===== src/rtl/restart_ctrl.sv =====
// ============================================================================
//  Module   : restart_ctrl
//  Purpose  : System restart sequencer. Merges button, watchdog and software
//             restart requests into a timed sys_rst pulse, and records the
//             restart cause plus a snapshot of start_cfg for bus readback.
//  Option   : RESTART_CTRL_COUNT_EN - adds a saturating 8-bit restart counter
//             readable in data_out[19:12], cleared by a write with data_in[2].
//  Revision : 1.0 - initial release
// ============================================================================
`default_nettype none
`timescale 1ns/1ps

module restart_ctrl #(
    parameter int RST_CYCLES      = 16,
    parameter int DEBOUNCE_CYCLES = 256
) (
    input  logic        clk,
    input  logic        rst,
    input  logic        stb,
    input  logic        we,
    input  logic [31:0] data_in,
    output logic [31:0] data_out,
    output logic        ack,
    input  logic        rst_btn_n,
    input  logic        wd_trig,
    input  logic [8:0]  start_cfg,
    output logic        sys_rst,
    output logic        busy
);

    localparam int                 c_CNT_W    = $clog2(RST_CYCLES);
    localparam logic [c_CNT_W-1:0] c_CNT_LAST = c_CNT_W'(RST_CYCLES - 1);
    localparam int                 c_DB_W     = $clog2(DEBOUNCE_CYCLES + 1);
    localparam logic [c_DB_W-1:0]  c_DB_LAST  = c_DB_W'(DEBOUNCE_CYCLES - 1);

    localparam logic [1:0] c_ST_IDLE    = 2'd0;
    localparam logic [1:0] c_ST_ASSERT  = 2'd1;
    localparam logic [1:0] c_ST_RELEASE = 2'd2;

    localparam logic [2:0] c_CAUSE_NONE = 3'd0;
    localparam logic [2:0] c_CAUSE_BTN  = 3'd1;
    localparam logic [2:0] c_CAUSE_WD   = 3'd2;
    localparam logic [2:0] c_CAUSE_SW   = 3'd3;
    localparam logic [2:0] c_CAUSE_POR  = 3'd4;

    logic               r_btn_s1;
    logic               r_btn_s2;
    logic               r_btn_db;
    logic [c_DB_W-1:0]  r_db_cnt;
    logic [1:0]         r_state;
    logic [c_CNT_W-1:0] r_cnt;
    logic [2:0]         r_cause;
    logic [8:0]         r_snap;

    logic               w_rd;
    logic               w_wr;
    logic               w_sw_trig;
    logic               w_clr;
    logic               w_btn_trig;
    logic               w_any_trig;
    logic [2:0]         w_trig_code;
    logic [7:0]         w_count_rd;

    // Bus decode: zero-wait-state acknowledge, requests taken from write data
    assign ack       = stb;
    assign w_rd      = stb & ~we;
    assign w_wr      = stb & we;
    assign w_sw_trig = w_wr & data_in[0];
    assign w_clr     = w_wr & data_in[1];

    // Button is asynchronous: two-flop synchronizer, idle level is released (1)
    always_ff @(posedge clk or posedge rst) begin
        if (rst) begin
            r_btn_s1 <= 1'b1;
            r_btn_s2 <= 1'b1;
        end else begin
            r_btn_s1 <= rst_btn_n;
            r_btn_s2 <= r_btn_s1;
        end
    end

    // Debounce: accept a new level only after it has differed for DEBOUNCE_CYCLES cycles in a row
    always_ff @(posedge clk or posedge rst) begin
        if (rst) begin
            r_btn_db <= 1'b1;
            r_db_cnt <= '0;
        end else if (r_btn_s2 == r_btn_db) begin
            r_db_cnt <= '0;
        end else if (r_db_cnt == c_DB_LAST) begin
            r_btn_db <= r_btn_s2;
            r_db_cnt <= '0;
        end else begin
            r_db_cnt <= r_db_cnt + 1'b1;
        end
    end

    // Fires only on the cycle the debounced level goes released -> pressed
    assign w_btn_trig = r_btn_db & ~r_btn_s2 & (r_db_cnt == c_DB_LAST);
    assign w_any_trig = w_btn_trig | wd_trig | w_sw_trig;

    // Cause encoding with button > watchdog > software priority
    always_comb begin
        w_trig_code = c_CAUSE_SW;
        if (wd_trig)    w_trig_code = c_CAUSE_WD;
        if (w_btn_trig) w_trig_code = c_CAUSE_BTN;
    end

    // Restart sequencer: reset lands in ASSERT so power-on produces a full pulse
    always_ff @(posedge clk or posedge rst) begin
        if (rst) begin
            r_state <= c_ST_ASSERT;
            r_cnt   <= '0;
            sys_rst <= 1'b1;
            busy    <= 1'b1;
            r_cause <= c_CAUSE_POR;
            r_snap  <= 9'd0;
        end else begin
            // A clear is overridden below when the same cycle starts a restart
            if (w_clr) r_cause <= c_CAUSE_NONE;
            case (r_state)
                c_ST_IDLE: begin
                    sys_rst <= 1'b0;
                    busy    <= 1'b0;
                    if (w_any_trig) begin
                        r_state <= c_ST_ASSERT;
                        r_cnt   <= '0;
                        sys_rst <= 1'b1;
                        busy    <= 1'b1;
                        r_cause <= w_trig_code;
                        r_snap  <= start_cfg;
                    end
                end
                c_ST_ASSERT: begin
                    if (r_cnt == c_CNT_LAST) begin
                        r_state <= c_ST_RELEASE;
                        sys_rst <= 1'b0;
                    end else begin
                        r_cnt <= r_cnt + 1'b1;
                    end
                end
                c_ST_RELEASE: begin
                    r_state <= c_ST_IDLE;
                    busy    <= 1'b0;
                end
                default: begin
                    r_state <= c_ST_IDLE;
                    sys_rst <= 1'b0;
                    busy    <= 1'b0;
                end
            endcase
        end
    end

`ifdef RESTART_CTRL_COUNT_EN
    logic       w_accept;
    logic       w_cnt_clr;
    logic [7:0] r_restart_cnt;
    logic       w_unused_data;

    assign w_accept      = (r_state == c_ST_IDLE) & w_any_trig;
    assign w_cnt_clr     = w_wr & data_in[2];
    assign w_unused_data = ^data_in[31:3];

    // Saturating count of accepted restarts; an accepted trigger beats a clear
    always_ff @(posedge clk or posedge rst) begin
        if (rst) begin
            r_restart_cnt <= 8'd0;
        end else if (w_accept) begin
            if (w_cnt_clr)                  r_restart_cnt <= 8'd1;
            else if (r_restart_cnt != 8'hFF) r_restart_cnt <= r_restart_cnt + 8'd1;
        end else if (w_cnt_clr) begin
            r_restart_cnt <= 8'd0;
        end
    end

    assign w_count_rd = r_restart_cnt;
`else
    logic w_unused_data;

    assign w_unused_data = ^data_in[31:2];
    assign w_count_rd    = 8'd0;
`endif

    assign data_out = w_rd ? {12'd0, w_count_rd, r_cause, r_snap} : 32'd0;

endmodule

`default_nettype wire

===== config.mk =====
export PLATFORM = sky130hd
export DESIGN_NAME = restart_ctrl
export DESIGN_NICKNAME = d
export VERILOG_FILES = /design/src/rtl/restart_ctrl.sv
export SDC_FILE = /design/constraint.sdc
export NUM_CORES = 1
export LEC_CHECK = 0
export CORE_UTILIZATION = 40
export CTS_BUF_LIST = sky130_fd_sc_hd__clkbuf_16
export CTS_CLUSTER_SIZE = 40
export DETAILED_ROUTE_END_ITERATION = 10
export GPL_ROUTABILITY_DRIVEN = 1
export PLACE_DENSITY = 0.82
export SYNTH_ARGS = -nofsm -noshare
export SYNTH_HDL_FRONTEND = slang
export SYNTH_SLANG_ARGS = --single-unit
export TNS_END_PERCENT = 5

===== constraint.sdc =====
create_clock -name clk -period 2.2 [get_ports clk]
set_input_delay 0.44 -clock clk [delete_from_list [all_inputs] [get_ports clk]]
set_output_delay 0.44 -clock clk [all_outputs]
set_load 0.03 [all_outputs]

# Word level (Yosys, flattened, before mapping)
# Cells that the tools add are included.
# classes
n_addsub,2
eq_ne,8
mux,18
n_bitwise,12
n_reduce_logical,7
# op_table
op,count
9-bit 2-to-1 mux,2
12-bit 2-to-1 mux,1
3-bit 2-to-1 mux,4
9-bit by 1-bit adder with 9-bit output (second input constant),1
9-bit by 8-bit == test with 1-bit output (second input constant),1
4-bit 2-to-1 mux,2
4-bit case mux with 2 select lines,1
2-bit AND reduction,4
1-bit AND,6
2-bit inequality test (second input constant),3
4-bit by 1-bit adder with 4-bit output (second input constant),1
4-bit == test (second input constant),1
2-bit 2-to-1 mux,2
1-bit inverter,4
2-bit case mux with 2 select lines,1
1-bit 2-to-1 mux,3
1-bit case mux with 3 select lines,1
3-bit AND reduction,1
2-bit by 1-bit == test with 1-bit output (second input constant),1
2-bit == test (second input constant),1
2-bit zero test,1
1-bit bitwise OR,2
1-bit case mux with 2 select lines,1
2-bit nonzero test,1
1-bit == test,1
# word_totals
reg_bits,32
inputBits,47
out_inout_bits,35
wordCells,57

# Longest topological paths before layout
# Gate-level depths: netlist of the first run.
# logic_depth
ltp_word,7
ltp_mapped,7
ltp_nobuf,6

# Worst setup path after synthesis of the first run
# No wires, ideal clock.
# synth_path
path_type,register -> register
startpoint,reg r_btn_db
endpoint,reg r_snap[0]
setup_time_ns,0.125
arrival_ns,1.625
required_ns,2.075
setup_slack_ns,0.450
stages_incl_launch_ff,7
path_buffers,1
period_less_slack_ns,1.750
cell_sequence,dfstp_2 ha_1 inv_1 nor4_4 o31a_4 buf_12 mux2_4
# synth_via
elab_chain_cells,5
# synth_lines
item,line_no,rtl
"start, declared",48,logic r_btn_db;
"start signal, assigned",90,r_btn_db <= r_btn_s2;
1-bit AND (2 in series),98,assign w_btn_trig = r_btn_db & ~r_btn_s2 & (r_db_cnt == c_DB_LAST);
1-bit bitwise OR (2 in series),99,assign w_any_trig = w_btn_trig | wd_trig | w_sw_trig;
2-bit AND reduction (no source line),-,
"end signal, assigned",130,r_snap <= start_cfg;
"end, declared",53,logic [8:0] r_snap;
# No other way between the ends.
# A chain may end at the register's enable or synchronous reset.

# Worst setup path after layout of the first run
# layout_path
startpoint,in stb
endpoint,out ack
# layout_lines
item,line_no,rtl
"start, declared",19,"input logic stb,"
"end, declared",23,"output logic ack,"
# No word-level cell between the ends.

==> results of run 1 <==
==> through the flow <==
step / instances / utilization / hold WS (ns)
floorplan: 170 / - / 0.345
global placement: 231 / 0.478 / 0.349
detailed placement: 231 / 0.478 / 0.349
CTS: 239 / 0.520 / 0.357
global route: 239 / 0.520 / 0.362
finish: 239 / 0.520 / 0.355
==> cell usage after synthesis, drive strengths merged <==
cell | number | area [um2]
a21boi | 1 | 7.51
a21o | 1 | 8.76
a21oi | 2 | 10.0
a22oi | 1 | 7.51
and2 | 12 | 75.1
and3 | 5 | 33.8
and3b | 1 | 8.76
buf | 22 | 178
clkbuf | 1 | 3.75
conb | 1 | 3.75
dfrtp | 25 | 626
dfstp | 7 | 184
ha | 3 | 37.5
inv | 5 | 18.8
mux2 | 10 | 131
nand2 | 12 | 45.0
nand3 | 6 | 42.5
nand4 | 1 | 6.26
nor2 | 11 | 41.3
nor2b | 2 | 12.5
nor3 | 1 | 5.00
nor4 | 1 | 21.3
o21ai | 6 | 30.0
o21bai | 2 | 15.0
o22ai | 2 | 12.5
o31a | 1 | 17.5
or2 | 1 | 6.26
or3 | 1 | 7.51
xnor2 | 4 | 35.0
xor2 | 3 | 26.3
==> final timing paths <==
check	endpoint	slack [ns]	depth (start not counted)
max	ack	0.1	2
min	r_btn_s2$_DFF_PP1_	0.36	0
max reg2reg	r_snap[5]$_DFFE_PP0P_	0.33	5
min reg2reg	r_btn_s2$_DFF_PP1_	0.36	0
max in group asynchronous	r_state[0]$_DFFE_PP1P_	1.32	3
min in group asynchronous	r_db_cnt[3]$_DFF_PP0_	0.55	3
==> flip-flops by register name, indices dropped and copies added, names as in the netlist, 2 cells and up <==
signal and count:
r_cause 3, r_cnt 4, r_db_cnt 9, r_snap 9
r_state 2
==> area by class of cell <==
class,instances,area share
Tap cell,50,0.0301
Clock inverter,3,0.0204
Clock buffer,5,0.0601
Inverter,5,0.00902
Timing Repair Buffer,34,0.146
Sequential cell,32,0.389
Multi-Input combinational cell,110,0.346
==> layer usage <==
layer | vias up | global-route usage | part of all wire
li1 | 533 | - | -
met1 | 559 | 0.176 | 0.41
met2 | 29 | 0.265 | 0.51
met3 | 9 | 0.0621 | 0.053
met4 | 0 | 0.0931 | 0.025
met5 | - | 0 | 0
==> power groups by stage <==
stage	registers, mW	logic, mW	clock network, mW
global route	0.915	0.781	0.824
CTS	0.889	0.726	0.798
finish	0.888	0.716	0.781
detailed placement	0.892	0.714	0
floorplan	0.905	0.545	0
global placement	0.892	0.691	0
==> logic make-up (layout without fill, tap and decap cells) <==
kind of cell,Yosys count,count (layout),synth area share
buffers and inverters,28,47,0.121
AO/OA/AOI/OAI,16,16,0.0657
adder cells (fa/ha/maj),3,3,0.0226
multiplexers,10,10,0.0792
XOR/XNOR,7,7,0.0370
AND/OR/NAND/NOR,54,54,0.184
flip-flops,32,32,0.488
other,1,20,0.00226
==> metrics, run 1 <==
syn avg cell area=11.0 um2; CTS Root Cell=clkbuf_16; most frequent CP cell=clkdlybuf4s50_1; Buf/Inv on CP=2; CP max stage cell=clkdlybuf4s50_1; DRT iter0 DRCs=59; num rows=23; static leakage=0.972 nW; layout cells sized above 1=0.254; sequential share of the synthesized area=0.488; Area Overhead vs Synth=25.5%; nets@finish=238; DR pass1 iterations=4; Netlist cell types=34; max-slew violation count=0; Routed WL=2920 um; beginning of the critical path=stb; Switching Share=0.307; H-Tree Level Count=2; Worst-path clk slew=0.05 ns; total power=2.38 mW; commonest non-fill, non-tap cell in the layout=dfrtp_1; full die area=4410 um2; Max clock buf depth=2; I/O Buffers=31; worst skew pair latency=0.28 ns; cts repair resizes=0; Psw=0.731 mW; Initial Util=0.414; Max Clock Skew=0.00250 ns; FMAX=476 MHz; most frequent cells in the layout=25 x dfrtp_1, 20 x conb_1, 19 x clkdlybuf4s50_1; first-pass GRT wire length=5050 um; FF+latch count, synth=32; RSZ-0062 raised after global routing=no; final worst slack=0.0989 ns; hold_sp=r_btn_s1$_DFF_PP1_; CTS tree=yes; Place WS=0.0963 ns; minimum clock period=2.10 ns; P_int=1.65 mW; CTS buffer count=5; YS warnings=0; final worst-path cycle share=0.955; Die Height=66.4 um; CTS Hold Buffers Added=0; Synth Cell Area=1660 um2; antenna violations before repair=0; sequential power share=0.373; routed vias/inst=4.73; DRC Markers=0; Clock power frac=0.327; DPL Wire Length=2030 um; CP max FO=4; Crit Path Category=in -> out; I/O pin cnt=82; Routed Antenna Nets=0; MaxCap Viol Count=0; max incr delay on CP=0.71 ns; CP Data Required Time=1.76 ns; core box area=4000 um2; vias=1130; top cell family by delay on the critical path=buffers and inverters; routed len/inst=12.2 um; Die Span X=66.4 um; RR Startpoint=r_btn_db$_DFFE_PP1P_; GRT Util Overall=0.161; startpoint type of the worst setup path=primary input; design area=2080 um2; largest net degree at the start of global routing=33; status=completed; multi-input logic area=719 um2; grt ovf=0; number of global-route vias before repair=1129; Placed Area=1910 um2; Arrival @ worst endpoint=1.66 ns; fillcell total=369; RePlAce Congestion=0.756; worst hold path type=reg -> reg; Seq. cell area=810 um2; Critical Path, Cell by Cell=clkdlybuf4s50_1 -> clkdlybuf4s50_1; Cells after Synth=151; setup violators final=0; PD cells=1150 nW/um2; clock sinks=32; CP endpoint kind=primary output; Post-CTS Setup Inserts=0; Inserted Diodes=0; setup TNS=0 ns; Final Hold Viols=0; peak supply drop=0.708 mV; part of the power in combinational logic=0.300
Power figures use the tool's default switching activity.
==> inputs of run 2 (changes only) <==
- PLACE_DENSITY: 0.82 -> 0.8
==> metrics, run 2 (synthesis results as in run 1) <==
routed vias/inst=4.66; Seq. cell area=810 um2; routed len/inst=11.4 um; minimum clock period=2.07 ns; Max Clock Skew=0.00596 ns; startpoint type of the worst setup path=primary input; total power=2.22 mW; num rows=23; antenna violations before repair=0; GR Util met3=0.0621; Worst-path clk slew=0.05 ns; DRT iter0 DRCs=47; global-route met2 utilization=0.247; most frequent CP cell=clkdlybuf4s50_1; most used routing layer=met2; FMAX=483 MHz; Routed Antenna Nets=0; Arrival @ worst endpoint=1.63 ns; worst skew pair latency=0.27 ns; CP endpoint kind=primary output; sequential power share=0.401; number of global-route vias before repair=1082; Clock power frac=0.281; P_int=1.53 mW; CP max stage cell=clkdlybuf4s50_1; fillcell total=365; nets@finish=238; Placed Area=1910 um2; grt ovf=0; RSZ-0062 raised after global routing=no; layout cells sized above 1=0.238; part of the power in combinational logic=0.317; max incr delay on CP=0.68 ns; DRC Markers=0; RePlAce Congestion=0.739; multi-input logic area=719 um2; final worst-path cycle share=0.941; core box area=4000 um2; full die area=4410 um2; status=completed; CTS Hold Buffers Added=0; worst hold path type=reg -> reg; Die Height=66.4 um; CTS tree=yes; Post-CTS Setup Inserts=0; Psw=0.695 mW; design area=2050 um2; largest net degree at the start of global routing=33; vias=1114; H-Tree Level Count=2; GRT Util Overall=0.148; Inserted Diodes=0; DPL Wire Length=1980 um; Switching Share=0.312; first-pass GRT wire length=4670 um; Critical Path, Cell by Cell=clkdlybuf4s50_1 -> clkdlybuf4s50_1; DR pass1 iterations=4; max-slew violation count=0; MaxCap Viol Count=0; setup violators final=0; CP max FO=4; Final Hold Viols=0; Crit Path Category=in -> out; R2R setup slack=0.30 ns; cts repair resizes=0; I/O Buffers=31; global-route met1 utilization=0.166; peak supply drop=0.759 mV; top flop regs=r_db_cnt (9), r_snap (9), r_cnt (4); Final Util=0.512; commonest non-fill, non-tap cell in the layout=dfrtp_1; Buf/Inv on CP=2; Initial Util=0.414; clock sinks=32; static leakage=0.963 nW; Max clock buf depth=2; I/O pin cnt=82; CTS Root Cell=clkbuf_16; PD cells=1090 nW/um2; setup TNS=0 ns; Routed WL=2730 um; top cell family by delay on the critical path=buffers and inverters; Die Span X=66.4 um; CP Data Required Time=1.76 ns; CTS buffer count=5; Area Overhead vs Synth=23.6%; most frequent cells in the layout=25 x dfrtp_1, 20 x conb_1, 19 x clkdlybuf4s50_1
-- run 2: cell count changes in the layout (fill, tap and decap cells not counted), sizes merged --
cell / change
bufinv: -1
inv: +1
clkinv: +1
clkinvlp: -1
-- run 2: per-stage QoR --
stage	setup slack, ns	hold WS [ns]	cells
after global routing	0.103	0.358	239
after global placement	0.141	0.348	231
after CTS	0.129	0.357	239
after floorplan	0.450	0.345	170
after detailed placement	0.129	0.349	231
final	0.130	0.356	239
-- run 2: final timing paths --
path,start,end,cells after the start
setup / recovery,stb,ack,2
min in group asynchronous,rst,r_db_cnt[3]$_DFF_PP0_,3
max in group asynchronous,rst,r_cause[2]$_DFF_PP1_,3
hold / removal,r_btn_s1$_DFF_PP1_,r_btn_s2$_DFF_PP1_,0
hold reg to reg,r_btn_s1$_DFF_PP1_,r_btn_s2$_DFF_PP1_,0
setup reg to reg,r_btn_db$_DFFE_PP1P_,r_snap[7]$_DFFE_PP0P_,5
-- run 2: layout make-up --
class / count / area share
Sequential cell: 32 / 0.395
Multi-Input combinational cell: 110 / 0.351
Timing Repair Buffer: 34 / 0.148
Clock buffer: 5 / 0.0610
Tap cell: 50 / 0.0305
Inverter: 5 / 0.00916
Clock inverter: 3 / 0.00549
-- run 2: power groups by stage --
stage / clock [mW] / combinational (mW) / sequential, mW
2_1_floorplan: 0 / 0.545 / 0.905
5_1_grt: 0.678 / 0.774 / 0.919
3_3_place_gp: 0 / 0.691 / 0.893
6_report: 0.626 / 0.705 / 0.893
3_5_place_dp: 0 / 0.713 / 0.896
4_1_cts: 0.641 / 0.715 / 0.892
-- run 2: per-layer routing --
layer,up-vias,share of wire
met5,-,0
met4,0,0.0099
met3,4,0.043
met2,29,0.52
met1,541,0.42
li1,540,-
